### src/rtl/tcnt_bank.sv
// ---------------------------------------------------------------------------
// tcnt_bank
//
// Purpose:
//   Bank of 2**AW time-multiplexed counters, W bits each, held in a single
//   distributed-RAM array. The entry selected by s is read combinationally on
//   q. When ce is high it is updated by a read-modify-write on the rising edge
//   using one of four operations: write, increment, clear or decrement.
//   Increment and decrement wrap modulo 2**W, or saturate when SAT is set.
//   Overflow and underflow are reported as registered one-cycle pulses.
//   The RAM has no reset. A hardware sweep FSM therefore zeroes every entry
//   after reset, or on request, before normal operation resumes.
//
// Parameters:
//   W    counter width in bits (>= 1)
//   AW   address width, DEPTH = 2**AW entries
//   SAT  0: wrap modulo 2**W, 1: saturate at 0 / all-ones
//
// Ports:
//   c        in   clock, all state changes on the rising edge
//   rn       in   asynchronous active-low reset
//   ce       in   enable for the op applied to entry s
//   clr_all  in   synchronous request to (re)start the clear sweep
//   op       in   00 write d, 01 increment, 10 clear, 11 decrement
//   s        in   entry select (read and write address)
//   d        in   write data for op=00
//   q        out  mem[s], asynchronous read
//   busy     out  high while the clear sweep runs; ops are ignored
//   ovf      out  one-cycle pulse: increment hit an all-ones entry
//   unf      out  one-cycle pulse: decrement hit a zero entry
// ---------------------------------------------------------------------------
module tcnt_bank #(
    parameter int W   = 8,
    parameter int AW  = 6,
    parameter int SAT = 0
) (
    input  logic          c,
    input  logic          rn,
    input  logic          ce,
    input  logic          clr_all,
    input  logic [1:0]    op,
    input  logic [AW-1:0] s,
    input  logic [W-1:0]  d,
    output logic [W-1:0]  q,
    output logic          busy,
    output logic          ovf,
    output logic          unf
);

    localparam int DEPTH = 2 ** AW;

    localparam logic [1:0] OP_WRITE = 2'b00;
    localparam logic [1:0] OP_INC   = 2'b01;
    localparam logic [1:0] OP_CLEAR = 2'b10;
    localparam logic [1:0] OP_DEC   = 2'b11;

    localparam logic [W-1:0]  ALL_ONES  = {W{1'b1}};
    localparam logic [AW-1:0] LAST_ADDR = AW'(DEPTH - 1);

    typedef enum logic {
        SWEEP,
        RUN
    } state_t;

    state_t        state;
    logic [AW-1:0] addr;

    logic [W-1:0]  mem [DEPTH];

    logic          at_max;
    logic          at_zero;
    logic          op_go;
    logic [W-1:0]  next_val;
    logic          mem_we;
    logic [AW-1:0] mem_wa;
    logic [W-1:0]  mem_wd;

    // The read is asynchronous, so back-to-back ops on the same entry always
    // see the value written on the previous edge.
    assign q    = mem[s];
    assign busy = (state == SWEEP);

    // Compute the new value of the selected entry from the q sampled in
    // this cycle. A coincident clr_all request wins and drops the op.
    always_comb begin
        at_max   = (q == ALL_ONES);
        at_zero  = (q == '0);
        op_go    = (state == RUN) && ce && !clr_all;
        next_val = q;
        case (op)
            OP_WRITE: next_val = d;
            OP_CLEAR: next_val = '0;
            OP_INC: begin
                if (at_max) next_val = (SAT != 0) ? ALL_ONES : '0;
                else        next_val = q + W'(1);
            end
            OP_DEC: begin
                if (at_zero) next_val = (SAT != 0) ? '0 : ALL_ONES;
                else         next_val = q - W'(1);
            end
            default: next_val = q;
        endcase
    end

    // The single RAM write port is shared between the sweep and normal ops.
    // Writes are gated with rn so that holding reset leaves the RAM alone.
    always_comb begin
        mem_we = 1'b0;
        mem_wa = s;
        mem_wd = next_val;
        if (state == SWEEP) begin
            mem_we = rn;
            mem_wa = addr;
            mem_wd = '0;
        end else begin
            mem_we = op_go;
        end
    end

    // The RAM array has no reset, so it can map onto distributed RAM.
    always_ff @(posedge c) begin
        if (mem_we) begin
            mem[mem_wa] <= mem_wd;
        end
    end

    // Control FSM. SWEEP walks addr from 0 to DEPTH-1, and the last write
    // moves the FSM to RUN. clr_all restarts the sweep from either state.
    always_ff @(posedge c or negedge rn) begin
        if (!rn) begin
            state <= SWEEP;
            addr  <= '0;
            ovf   <= 1'b0;
            unf   <= 1'b0;
        end else begin
            ovf <= 1'b0;
            unf <= 1'b0;
            case (state)
                SWEEP: begin
                    if (clr_all) begin
                        addr <= '0;
                    end else begin
                        addr <= addr + AW'(1);
                        if (addr == LAST_ADDR) begin
                            state <= RUN;
                        end
                    end
                end
                RUN: begin
                    if (clr_all) begin
                        state <= SWEEP;
                        addr  <= '0;
                    end else if (ce) begin
                        if (op == OP_INC && at_max) ovf <= 1'b1;
                        if (op == OP_DEC && at_zero) unf <= 1'b1;
                    end
                end
                default: begin
                    state <= SWEEP;
                    addr  <= '0;
                end
            endcase
        end
    end

endmodule

### config.mk
export PLATFORM = sky130hd
export DESIGN_NAME = tcnt_bank
export DESIGN_NICKNAME = d
export VERILOG_FILES = /design/src/rtl/tcnt_bank.sv
export SDC_FILE = /design/constraint.sdc
export NUM_CORES = 1
export LEC_CHECK = 0
export BUFFER_PORTS_ARGS = -buffer_cell sky130_fd_sc_hd__buf_2
export CORE_ASPECT_RATIO = 0.75
export CORE_MARGIN = 2
export CORE_UTILIZATION = 57
export DETAILED_ROUTE_END_ITERATION = 6
export GPL_TIMING_DRIVEN = 0
export PLACE_DENSITY = 0.76
export SYNTH_ARGS = -nofsm -noshare
export SYNTH_HDL_FRONTEND = slang
export SYNTH_SLANG_ARGS = --single-unit
### constraint.sdc
create_clock -name c -period 5.2 [get_ports c]
set_input_delay 0.52 -clock c [delete_from_list [all_inputs] [get_ports c]]
set_output_delay 0.52 -clock c [all_outputs]
set_load 0.005 [all_outputs]
Word level (Yosys, flattened, before mapping)
Memory sizes are Yosys's and may differ from the RTL's.
Cells that the tools add are included.
- register bits: 9
- memory bits (writable): 512
- bits of input ports: 20
- output and inout port bits: 11
- word-level logic and storage cells: 45
- memories kept: 1
- add/sub/neg operators: 3
- equality and inequality tests: 6
- multiplexer cells: 23
- bitwise operators: 1
- reduce and logical (&&, ||, !) cells: 7
- memory list (memory ; words ; bits a word ; rd ports ; clocked after memory_dff ; write ports ; RTL line ; text):
    mem ; 64 ; 8 ; 1 ; 0 ; 1 ; 68 ; logic [W-1:0] mem [DEPTH];
- operators by type and width (kind ; number):
    8-bit one-hot mux with 4 select lines ; 1
    8-bit two-way mux ; 3
    6-bit two-way mux ; 3
    1-bit two-way mux ; 14
    6-bit one-hot mux with 2 select lines ; 1
    8-bit by 1-bit adder with 8-bit output, second input constant ; 1
    8-bit equality test, second input constant ; 1
    8-bit zero test ; 1
    8-bit by 1-bit subtractor with 8-bit output, second input constant ; 1
    6-bit by 1-bit adder with 6-bit output, second input constant ; 1
    6-bit equality test, second input constant ; 1
    2-bit equality test, second input constant ; 2
    1-bit logical AND ; 4
    2-bit by 1-bit equality test with 1-bit output, second input constant ; 1
    2-bit zero test ; 1
    2-bit inequality test, second input constant ; 1
    1-bit one-hot mux with 2 select lines ; 1
    1-bit zero test ; 1
    1-bit inverter ; 1

Depth between registers and ports, before layout
An unclocked memory read counts as a cell.
- depth after elaboration: 7
- mapped depth: 17
- gate-level depth less buffers: 12

Least setup slack after synthesis
Ideal clock, no wire load.
- path type: input -> register
- start: in s[0]
- end: mem mem[0][0] (data pin)
- library setup time: 588 ps
- arrival time: 5056 ps
- data required time: 4612 ps
- setup slack: -444 ps
- stages: 15
- path buffers: 4
- cell sequence: buf_6 > buf_8 > buf_6 > buf_6 > mux4_2 > o22ai_1 > nor4_1 > mux2i_1 > inv_2 > ha_1 > o21a_1 > and3_1 > nand2_1 > o211ai_1 > a31oi_1
- cells in the longest elaborated chain, start to end: 5
- elaborated cells on any way between the ends: 9
- those cells by class: 2 x add/sub; 1 x eq/ne; 4 x mux; 1 x reduce/logical; 1 x memory
- RTL lines (item ; RTL line ; text):
    from (decl) ; 42 ; input logic [AW-1:0] s,
    memory read 64 x 8 bit * ; -- ;
    via q[0] ; 44 ; output logic [W-1:0] q,
    8-bit by 1-bit subtractor with 8-bit output, or another cell as far along ; 99 ; else next_val = q - W'(1);
    8-bit two-way mux (on tied branches) ; 98, 94 ;
    8-bit one-hot mux with 4 select lines * ; 90 ; case (op)
    8-bit two-way mux * ; 111 ; if (state == SWEEP) begin
    via mem_wd[0] ; 76 ; logic [W-1:0] mem_wd;
    to (decl) ; 68 ;
Mark *: on every way through the listed nets, which the timed path passes. The rest lies on a longest branch.

Final worst setup path
- start: in s[2]
- end: mem mem[19][0] (data pin)
- cells in the longest elaborated chain, start to end: 5
- elaborated cells on any way between the ends: 9
- those cells by class: 2 x add/sub; 1 x eq/ne; 4 x mux; 1 x reduce/logical; 1 x memory
- RTL lines (item ; RTL line):
    memory read 64 x 8 bit * ; --
    8-bit by 1-bit subtractor with 8-bit output, or another cell as far along ; 99
    8-bit two-way mux (on tied branches) ; 98, 94
    8-bit one-hot mux with 4 select lines * ; 90
    8-bit two-way mux * ; 111
Mark *: on every way between the ends. The rest lies on a longest branch, timed or not.

==> summary.md <==
| Metric | Value |
|---|---|
| Outcome | `finished, final reports clean` |
| FMAX | `~0.19 GHz` |
| Die ar. | `38900 sq um` |
| Clk_skew | `around 0.029 ns` |
| Post-Place Cells | `approximately 1700` |
| NetSw | `0.00190 W` |
| CTS H-tree depth | `2` |
| Total global-route track usage | `0.323` |
| Port Buffers | `25` |
| Die span in x | `between 200 and 250 um` |
| Final GP Congestion | `roughly 1.0` |
| Setup crit start kind | `input port` |
| Placed cell areas | `approximately 22000 sq um` |
| Syn avg cell area | `18.6 sq um` |
| Sequential share of power | `0.540` |
| Register area share after synthesis | `0.734` |
| Detailed placement HPWL | `~40 mm` |
| Fraction of layout instances using a drive strength above 1 | `0.219` |
| Worst r2r path cells | `13` |
| Min-delay worst type | `in2reg` |
| CP endpoint kind | `register` |
| Syn Inst Count | `1146` |
| P_leak | `between 8 and 9 nW` |
| Max-cap violations | `0` |
| Num CTS Buffers | `48` |
| DRT iter0 DRCs | `roughly 2400` |
| Crit. path cell count | `16` |
| CORE AREA | `between 30000 and 40000 sq um` |
| Final setup vio count | `0` |
| Worst EP required | `about 5.5 ns` |
| Crit Path Class | `in2reg` |
| GR peak layer | `met1` |
| Largest net degree at the start of global routing | `about 50` |
| IO Count | `31` |
| Synth warn | `0` |
| Main synth FF type | `edfxtp_1` |
| First-pass GRT wire length | `between 80 and 90 mm` |
| WL final | `61.7 mm` |
| Worst Setup SP | `s[2]` |
| Syn Nets | `about 1200` |
| Pins Over Slew Limit | `0` |
| Tmin final | `a little over 5 ns` |
| CP arrival | `5.41 ns` |
| Worst path most repeated cell | `buf_2` |
| Initial Util | `0.576` |
| Antenna violations before repair | `0` |
| Post-synthesis async set-or-reset flop share | `0.0173` |
| Net count, final | `1257` |
| Final Cycle Share | `0.991` |
| Reg2Reg Launch Point | `mem[13][1]` |
| Critical path cell sequence | `buf_2 -> buf_2 -> buf_2 -> buf_2 -> mux4_2 -> o22ai_1 -> nor4_1 -> mux2i_1 -> inv_2 -> ha_1 -> o21a_1 -> and3_1 -> nand2_1 -> o211ai_1 -> buf_4 -> a31oi_2` |
| Crit path capture | `mem[19][0]` |
| Pre-antenna DRT Iters | `6` |
| M2 GR Usage | `0.453` |
| RSZ-0062 raised after global routing | `no` |
| CP max-delay cell | `a31oi_2` |
| WL/cell | `about 35 um` |
| Clock slew at reported path FFs | `roughly 0.070 ns` |
| Clock power frac | `0.396` |
| Worst R2R End | `mem[19][0]` |
| Met3 usage | `0.0987` |
| FILL cells | `roughly 2600` |
| CTS tree | `yes` |
| Max Root-Sink Buffers | `3` |
| Routed Antenna Nets | `0` |
| Drt drc | `0` |
| Clk sink count | `about 520` |
| Synth unique cells | `70` |
| Peak VDD IR | `roughly 0.3 mV` |
| Post-Layout Cell Count | `1773` |
| Vias in the first global route | `roughly 12000` |
| Vias | `around 12000` |
| Area grow syn2layout | `11.7%` |
| Final Cell Area | `23800 sq um` |
| Fin. Hold Viols | `0` |
| Die height | `171 um` |
| Clock Latency Late Sink | `about 0.59 ns` |
| Number of core rows | `~60` |
| Internal Power | `between 0.006 and 0.007 W` |
| Critical Path Max Stage Delay | `roughly 0.68 ns` |
| Logic pwr share | `0.064` |
| Crit path max fanout | `12` |
| Sw Ratio | `0.225` |
| CP bufs+invs | `6` |
| Grt met1 use | `0.492` |
| Clock Root Buffer | `clkbuf_16` |
| Synthesized area | `between 20000 and 25000 sq um` |
| Gr ovfl total | `0` |
| Average vias per placed instance | `roughly 6.9` |
| Delay-heaviest family, CP | `buffers and inverters` |
| Post-synth EDFFs | `512` |
| Slew headroom | `0.199` |
| Number of synthesized register bits | `between 500 and 600` |
| # diodes | `0` |
| Power Density | `around 360 nW/um^2` |
| Actual slew at the worst max-slew pin | `approximately 1.2 ns` |
| R2R Setup Slk | `0.73 ns` |
| Setup TNS | `0 ns` |
tightest hold or removal path: stages:
cell and delay [ns]:
buf_2 0.10, nand3b_1 0.12, nor2_1 0.05
synthesized netlist by cell type (all sizes together), types with 4 or more instances:
cell    instances  area, sq um
xnor2           7         61.3
a21oi          14         70.1
a22oi          23          173
a211oi          5         37.5
mux4          101         2270
nor2           91          360
nor3            7         40.0
or3             7         43.8
a31oi           5         31.3
clkbuf         19         71.3
nor4            8         56.3
nor2b          11         68.8
ha              4         50.1
nand3b          6         45.0
nand2          53          199
dfrtp           9          225
a32o            6         60.1
mux2           11          124
inv            12         45.1
nand4           6         43.8
buf            42          307
nand2b          6         37.5
mux2i          72          721
o21ai          13         68.8
xor2            4         35.0
nand3          33          165
o22ai          11         75.1
and2            4         25.0
edfxtp        512        15400
sequential cells by signal, summed over array words and instances, names as in the netlist:
name,cells
unf,1
mem,512
addr,6
ovf,1
state,1
layout make-up:
type | count | area [sq um] | area share
clock inverter | 32 | 226 | 0.00953
inverter | 13 | 48.8 | 0.00205
timing repair buffer | 36 | 310 | 0.0131
buffer | 60 | 380 | 0.0160
clock buffer | 54 | 1220 | 0.0515
multi-input combinational | 553 | 5340 | 0.225
sequential | 521 | 15600 | 0.657
tap | 504 | 631 | 0.0265
worst min-delay path by stage:
stage | start | to | slack, ns | cells after the start
CTS | ce | unf | 0.25 | 3
global placement | rn | unf | 0.39 | 1
finish | ce | unf | 0.26 | 3
floorplan | rn | addr[0] | 0.22 | 0
global route | ce | unf | 0.27 | 3
detailed placement | rn | ovf | 0.39 | 1
through the flow:
| step | worst slack [ns] | util | total power, W | hold WS [ns] |
|---|---|---|---|---|
| 5_1_grt | 0.00138 | 0.643 | 0.00861 | 0.270 |
| 6_report | 0.0448 | 0.643 | 0.00844 | 0.262 |
| 3_5_place_dp | -0.485 | 0.602 | 0.00516 | 0.395 |
| 2_1_floorplan | -0.146 | - | 0.00496 | 0.224 |
| 4_1_cts | 0.104 | 0.642 | 0.00842 | 0.248 |
| 3_3_place_gp | -3.51 | 0.597 | 0.00515 | 0.390 |
logic make-up after synthesis:
logic type | Yosys count | share of synthesized area
fa+ha+maj | 4 | 0.00235
simple gates | 248 | 0.0568
buf+inv | 74 | 0.0201
compound gates | 104 | 0.0360
flops | 521 | 0.734
xor+xnor | 11 | 0.00453
mux | 184 | 0.147
routing by layer:
metal | vias up | wire, um | part of all wire
met1 | 6301 | 24400 | 0.40
met4 | 0 | 1850 | 0.030
met3 | 134 | 9180 | 0.15
li1 | 4828 | - | -
met2 | 1002 | 26200 | 0.42
met5 | - | 0 | 0
power groups by stage:
| stage | logic, W | clock network [W] | registers, W |
|---|---|---|---|
| finish | 0.000537 | 0.00334 | 0.00456 |
| global route | 0.000549 | 0.00350 | 0.00456 |
| CTS | 0.000510 | 0.00335 | 0.00456 |
| detailed placement | 0.000507 | 0 | 0.00465 |
| global placement | 0.000501 | 0 | 0.00465 |
| floorplan | 0.000314 | 0 | 0.00465 |
placed cells by master (no fill, tap or decap), drive strengths merged, types with 4 or more instances in the layout:
master	count
clkbuf	71
xor2	4
nand4	6
mux2i	72
o21ai	13
nor4	8
buf	77
mux4	101
a211oi	5
a32o	6
o22ai	11
nand2b	6
clkinv	25
nor2b	11
a21oi	14
dfrtp	9
mux2	11
and2	4
inv	15
nand2	53
nand3	33
nor2	91
a22oi	23
nand3b	6
xnor2	7
or3	7
ha	4
edfxtp	512
nor3	7
a31oi	6
repair_timing:
item,CTS,global route
setup endpoints to repair,0,186
buffers inserted,0,2
hold endpoints to repair,9,0
resized for setup,0,2
hold buffers,1,0
Note: power is estimated with default switching activity, not from simulation.
